===== config.mk =====
export PLATFORM = sky130hd
export DESIGN_NAME = mem_lsu
export DESIGN_NICKNAME = d
export VERILOG_FILES = /design/src/rtl/mem_lsu_pkg.sv /design/src/rtl/lsu_lane_align.sv /design/src/rtl/mem_lsu.sv
export SDC_FILE = /design/constraint.sdc
export NUM_CORES = 1
export LEC_CHECK = 0
export CAP_MARGIN = 15
export CORE_MARGIN = 5
export CORE_UTILIZATION = 50
export CTS_BUF_LIST = sky130_fd_sc_hd__clkbuf_4
export DETAILED_ROUTE_END_ITERATION = 7
export GPL_ROUTABILITY_DRIVEN = 0
export MAX_ROUTING_LAYER = met4
export PLACE_DENSITY = 0.95
export SLEW_MARGIN = 20
export SYNTH_ARGS = -nofsm -noshare
export SYNTH_HDL_FRONTEND = slang
export SYNTH_HIERARCHICAL = 1
export SYNTH_SLANG_ARGS = --single-unit

===== constraint.sdc =====
create_clock -name clk -period 5.2 [get_ports clk]
set_clock_uncertainty 0.15 [all_clocks]
set_input_delay 1.04 -clock clk [delete_from_list [all_inputs] [get_ports clk]]
set_output_delay 1.04 -clock clk [all_outputs]
set_load 0.02 [all_outputs]

===== src/rtl/mem_lsu_pkg.sv =====
`default_nettype none
// ============================================================================
//  Module   : mem_lsu_pkg
//  Purpose  : Shared encodings for the memory-stage load/store unit.
//  Revision : 1.0 - initial release
// ============================================================================
package mem_lsu_pkg;

    localparam logic [1:0] SZ_BYTE = 2'b00;
    localparam logic [1:0] SZ_HALF = 2'b01;
    localparam logic [1:0] SZ_WORD = 2'b10;

    localparam int c_DEFAULT_TIMEOUT = 255;

    typedef enum logic [1:0] {
        ST_IDLE = 2'd0,
        ST_WAIT = 2'd1,
        ST_DONE = 2'd2
    } state_t;

endpackage
`default_nettype wire


===== src/rtl/lsu_lane_align.sv =====
`default_nettype none
// ============================================================================
//  Module   : lsu_lane_align
//  Purpose  : Byte-lane steering for stores and extract/extend for loads.
//  Revision : 1.0 - initial release
// ============================================================================
module lsu_lane_align
    import mem_lsu_pkg::*;
(
    input  logic [1:0]  i_addr_lo,
    input  logic [1:0]  i_size,
    input  logic [31:0] i_wdata,
    input  logic [1:0]  i_ld_offset,
    input  logic [1:0]  i_ld_size,
    input  logic        i_ld_sign_ext,
    input  logic [31:0] i_rdata,
    output logic [1:0]  o_offset,
    output logic [3:0]  o_be,
    output logic [31:0] o_wdata_rep,
    output logic [31:0] o_ld_data
);

    logic [7:0]  w_byte;
    logic [15:0] w_half;

    // Misaligned halves/words are forced onto their natural lane here.
    always_comb begin
        o_offset    = 2'b00;
        o_be        = 4'b1111;
        o_wdata_rep = i_wdata;
        case (i_size)
            SZ_BYTE: begin
                o_offset    = i_addr_lo;
                o_be        = 4'b0001 << i_addr_lo;
                o_wdata_rep = {4{i_wdata[7:0]}};
            end
            SZ_HALF: begin
                o_offset    = {i_addr_lo[1], 1'b0};
                o_be        = i_addr_lo[1] ? 4'b1100 : 4'b0011;
                o_wdata_rep = {2{i_wdata[15:0]}};
            end
            default: begin
                o_offset    = 2'b00;
                o_be        = 4'b1111;
                o_wdata_rep = i_wdata;
            end
        endcase
    end

    always_comb begin
        w_byte = i_rdata[7:0];
        case (i_ld_offset)
            2'd0:    w_byte = i_rdata[7:0];
            2'd1:    w_byte = i_rdata[15:8];
            2'd2:    w_byte = i_rdata[23:16];
            default: w_byte = i_rdata[31:24];
        endcase
        w_half = i_ld_offset[1] ? i_rdata[31:16] : i_rdata[15:0];

        case (i_ld_size)
            SZ_BYTE: o_ld_data = {{24{i_ld_sign_ext & w_byte[7]}}, w_byte};
            SZ_HALF: o_ld_data = {{16{i_ld_sign_ext & w_half[15]}}, w_half};
            default: o_ld_data = i_rdata;
        endcase
    end

endmodule
`default_nettype wire


===== src/rtl/mem_lsu.sv =====
`default_nettype none
// ============================================================================
//  Module   : mem_lsu
//  Purpose  : MEM-stage load/store unit with req/ack data-memory handshake.
//             Optional misaligned-access trap: define MEM_MISALIGN_TRAP_EN.
//  Revision : 1.0 - initial release
// ============================================================================
module mem_lsu
    import mem_lsu_pkg::*;
#(
    parameter int TIMEOUT = c_DEFAULT_TIMEOUT
) (
    input  logic        clk,
    input  logic        rst,
    input  logic        valid_in,
    input  logic        mem_read,
    input  logic        mem_write,
    input  logic [1:0]  size,
    input  logic        sign_ext,
    input  logic [31:0] addr,
    input  logic [31:0] wdata,
    output logic        stall,
    output logic        dmem_req,
    output logic        dmem_we,
    output logic [31:0] dmem_addr,
    output logic [3:0]  dmem_be,
    output logic [31:0] dmem_wdata,
    input  logic        dmem_ack,
    input  logic [31:0] dmem_rdata,
    output logic [31:0] rdata_out,
    output logic        load_done,
    output logic        bus_err,
    output logic        misalign
);

    localparam logic [7:0] c_CNT_LAST = 8'(TIMEOUT - 1);

    state_t      r_state;
    logic [7:0]  r_cnt;
    logic [1:0]  r_offset;
    logic [1:0]  r_size;
    logic        r_sign_ext;
    logic        r_err;

    logic        w_start;
    logic        w_trap;
    logic [1:0]  w_offset;
    logic [3:0]  w_be;
    logic [31:0] w_wdata_rep;
    logic [31:0] w_ld_data;

    assign w_start = valid_in & (mem_read | mem_write);

`ifdef MEM_MISALIGN_TRAP_EN
    always_comb begin
        case (size)
            SZ_BYTE: w_trap = 1'b0;
            SZ_HALF: w_trap = addr[0];
            default: w_trap = |addr[1:0];
        endcase
    end

    always_ff @(posedge clk) begin
        if (!rst) begin
            misalign <= 1'b0;
        end else begin
            misalign <= (r_state == ST_IDLE) & w_start & w_trap;
        end
    end
`else
    assign w_trap   = 1'b0;
    assign misalign = 1'b0;
`endif

    lsu_lane_align u_lane_align (
        .i_addr_lo     (addr[1:0]),
        .i_size        (size),
        .i_wdata       (wdata),
        .i_ld_offset   (r_offset),
        .i_ld_size     (r_size),
        .i_ld_sign_ext (r_sign_ext),
        .i_rdata       (dmem_rdata),
        .o_offset      (w_offset),
        .o_be          (w_be),
        .o_wdata_rep   (w_wdata_rep),
        .o_ld_data     (w_ld_data)
    );

    assign stall     = (r_state == ST_WAIT) | ((r_state == ST_IDLE) & w_start & ~w_trap);
    assign dmem_req  = (r_state == ST_WAIT);
    assign load_done = (r_state == ST_DONE) & ~r_err;
    assign bus_err   = (r_state == ST_DONE) & r_err;

    always_ff @(posedge clk) begin
        if (!rst) begin
            r_state    <= ST_IDLE;
            r_cnt      <= 8'd0;
            r_offset   <= 2'b00;
            r_size     <= 2'b00;
            r_sign_ext <= 1'b0;
            r_err      <= 1'b0;
            dmem_we    <= 1'b0;
            dmem_addr  <= 32'd0;
            dmem_be    <= 4'd0;
            dmem_wdata <= 32'd0;
            rdata_out  <= 32'd0;
        end else begin
            case (r_state)
                ST_IDLE: begin
                    if (w_start && !w_trap) begin
                        dmem_addr  <= {addr[31:2], 2'b00};
                        dmem_we    <= mem_write;
                        dmem_be    <= w_be;
                        dmem_wdata <= w_wdata_rep;
                        r_offset   <= w_offset;
                        r_size     <= size;
                        r_sign_ext <= sign_ext;
                        r_cnt      <= 8'd0;
                        r_err      <= 1'b0;
                        r_state    <= ST_WAIT;
                    end
                end
                ST_WAIT: begin
                    if (dmem_ack) begin
                        if (!dmem_we) begin
                            rdata_out <= w_ld_data;
                        end
                        r_err   <= 1'b0;
                        r_state <= ST_DONE;
                    end else if (r_cnt == c_CNT_LAST) begin
                        rdata_out <= 32'd0;
                        r_err     <= 1'b1;
                        r_state   <= ST_DONE;
                    end else begin
                        r_cnt <= r_cnt + 8'd1;
                    end
                end
                default: begin
                    r_state <= ST_IDLE;
                end
            endcase
        end
    end

endmodule
`default_nettype wire


==> results.py <==
metrics = {
    "status": {
        "run_status": "completed",
    },
    "die": {
        "io-pin-count": 211,
        "row_count": 38,
        "fp.coreArea_sq_um": 11000,
        "dieHeight_um": 116,
        "fp.dieArea_sq_um": 13600,
        "floorplan.die.width_um": 116,
        "floorplan.initialDensity_pct": 51.5,
    },
    "power": {
        "vdd.ir_drop.worst_v": 0.000222,
        "pwr_density_cell_nw_per_um2": 256,
        "p_leak_nw": 2.86,
    },
    "critical_path": {
        "r2r_start": "r_offset[1]",
        "setup.worst_path.class": "input pin to primary output",
        "crit_start": "mem_write",
        "endpoint_kind": "primary output",
        "critPathArrivalTime_ps": 2590,
        "timing.reg2reg.setup_slack_ps": 2310,
        "cp-endpoint": "stall",
        "critical_path.max_fanout": 3,
        "ff2ff_path_depth": 4,
        "regToRegEndpoint": "rdata_out[17]",
        "worst_ep_required_time_ps": 4010,
        "cp-start-kind": "input pin",
    },
    "placement": {
        "dpl-instance-area_sq_um": 7570,
        "detailed_place_hpwl_um": 12600,
        "portBuffers": 207,
        "dp.cells": 935,
    },
    "timing": {
        "slew-limit-headroom_pct": 37.0,
        "max_clock_freq_mhz": 265,
        "report.final.slew_viol_count": 0,
        "finalSetupViolations": 0,
        "rsz0062_at_grt": "false",
        "tightest_slew_ps": 941,
        "fin_crit_ps": 3780,
        "post-route-period-util_pct": 72.6,
        "hold_viol": 0,
        "tns_ps": 0,
    },
    "clocking": {
        "numCtsBuffers": 17,
        "clock_path_buffers": 2,
        "postCtsResizedCells": 0,
        "number_of_hold_buffers_added_after_cts": 0,
        "cts.htree.levels": 4,
        "clock_insertion_delay_worst_skew_ps": 510,
        "path_clk_slew_ps": 110,
        "cts.root.buffer_cell": "clkbuf_4",
        "tritoncts": "built",
        "post_cts.repair.setup_buffers": 0,
        "numClockSinks": 115,
    },
    "layout": {
        "antenna-diode-count": 0,
        "number_of_standard_cells_in_the_final_layout_excluding_fillers": 967,
        "ff_latch_area_sq_um": 2300,
        "syn2layout_area_growth_pct": 38.4,
        "filler_cell_count": 795,
        "fin_nets": 921,
        "layout-drive-gt1-share_pct": 9.55,
        "postLayoutCellArea_sq_um": 7840,
        "multi_input_area_sq_um": 2960,
    },
    "synth": {
        "ys_seq_elements": 115,
        "post_synth_instance_area_sq_um": 5660,
        "syn-instance-count": 642,
        "synth.avg_cell_area_sq_um": 8.82,
        "synth_top_family_by_area": "compound AO/OA/AOI/OAI gates",
        "ys_warn_count": 6,
        "adder_and_majority_cell_fraction_of_the_synthesized_area_pct": 0.442,
        "area_fraction_in_and_or_nand_and_nor_cells_after_synthesis_pct": 17.5,
        "synth_xor_xnor_area_share_pct": 0,
        "synth_compound_gate_area_share_pct": 26.3,
        "synth_mux_area_share_pct": 7.82,
        "synth-seq-area-share_pct": 40.7,
        "synth.distinct_cells": 50,
    },
    "drt": {
        "drtAntennaViolNets": 0,
        "routed_via_density": 5.73,
        "postRouteWirelength_um": 17800,
        "first_iter_violations": 497,
        "num_vias": 5539,
        "firstDrtPassIters": 6,
        "drcViolationCount": 0,
        "wl_per_cell_um": 18.4,
    },
    "grt": {
        "overflow": 0,
        "grt_max_degree": 76,
        "grt_first_pass_wirelength_um": 27800,
        "grt_util_all_layers_pct": 26.9,
        "first_global_vias": 5460,
        "number_of_antenna_violations_at_the_first_check_in_global_routing": 0,
    },
    "run": {
        "max_cap_violations": 0,
    },
    "worst_hold_path": {
        "hold_path_class": "flop to flop",
    },
}
[kinds of logic (layout without fill, tap and decap cells)]
logic type,Yosys count,count (layout)
flops,115,115
compound gates,186,186
other cells,1,3
buf+inv,68,251
fa+ha+maj,2,2
mux,42,42
simple gates,228,228
[report_power, final]
group	switching, W	internal [W]	leakage [nW]
Clock	0.000374	0.000239	0.122
Sequential	0.0000277	0.000922	0.937
Combinational	0.000227	0.000214	1.80
[Yosys cell counts, drive strengths merged]
master	instances	share of area (%)
dfxtp	115	41
o221ai	8	1.2
ha	2	0.44
inv	4	0.27
o22a	7	1.1
a21o	1	0.13
and4bb	1	0.22
nand2b	4	0.57
nand3	5	0.53
and3	1	0.11
a31oi	5	0.55
o21a	4	0.53
o21ba	1	0.18
a32oi	1	0.49
clkinv	1	0.066
nor3	4	0.55
mux2i	24	4.2
nor3b	1	0.13
a21oi	7	0.62
and2	2	0.22
buf	45	5.7
and2b	1	0.13
a22oi	9	1.2
a21boi	74	9.9
nand4	1	0.38
o21ai	16	1.4
nor2	11	0.73
or2	1	0.11
o211ai	18	3.4
clkbuf	18	1.2
nand3b	1	0.13
a22o	32	5.0
a41oi	2	0.31
mux2	18	3.6
or3	2	0.31
nand2	182	12
conb	1	0.066
nor2b	10	1.1
o31ai	1	0.38
and3b	1	0.15
[routing by layer]
metal / wire, um / track usage (%)
met1: 6920 / 30.4
met2: 8580 / 43.8
met3: 1770 / 9.27
met4: 505 / 10.1
met5: 0 / -
[state kept, by name (all words and copies together) (netlist names)]
register,count
dmem_we,1
r_offset,2
r_state,2
dmem_be,4
dmem_wdata,32
r_sign_ext,1
r_cnt,8
r_size,2
rdata_out,32
dmem_addr,30
r_err,1
[final cells by class]
class | instances | share of cell area (%)
Timing Repair Buffer | 214 | 27.0
Sequential cell | 115 | 29.4
Clock inverter | 15 | 1.72
Clock buffer | 17 | 1.63
Inverter | 5 | 0.239
Multi-Input combinational cell | 461 | 37.8
Tap cell | 140 | 2.23
[cells in the final DEF, fill, tap and decap left out, types with 8 or more instances in the layout]
| cell type | count |
|---|---|
| o211ai_2 | 11 |
| clkbuf_4 | 17 |
| o21ai_0 | 15 |
| nor2_1 | 10 |
| a22o_1 | 32 |
| o221ai_1 | 8 |
| a22oi_1 | 9 |
| a21boi_1 | 51 |
| dfxtp_1 | 115 |
| mux2i_1 | 24 |
| a21boi_0 | 22 |
| mux2_2 | 18 |
| nor2b_1 | 10 |
| nand2_1 | 182 |
| clkdlybuf4s50_1 | 206 |
[per-stage QoR]
step                      power, W  setup slack [ps]  hold slack, ps  util [%]
after floorplan            0.00121              2530             282         -
after global placement     0.00139              1470             290      69.0
after detailed placement   0.00141              1440             298      69.0
after CTS                  0.00202              1420             313      71.4
after global routing       0.00210              1300             334      71.4
final                      0.00200              1420             311      71.4
[how the worst min path moves through the flow]
| stage | slack [ps] | startpoint | depth (start not counted) | endpoint |
|---|---|---|---|---|
| 4_1_cts | 310 | dmem_be[3] | 2 | dmem_be[3] |
| 2_1_floorplan | 280 | r_offset[1] | 2 | r_offset[1] |
| 3_3_place_gp | 290 | dmem_addr[21] | 2 | dmem_addr[21] |
| 3_5_place_dp | 300 | dmem_be[3] | 2 | dmem_be[3] |
| 6_report | 310 | dmem_be[3] | 2 | dmem_be[3] |
| 5_1_grt | 330 | dmem_be[1] | 2 | dmem_be[1] |
[critical path, stage by stage]
cell             delay [ps]
clkdlybuf4s50_1         500
o21a_1                  210
nor2_1                   50
nor2_1                  120
clkdlybuf4s50_1         660
Power figures use the tool's default switching activity.
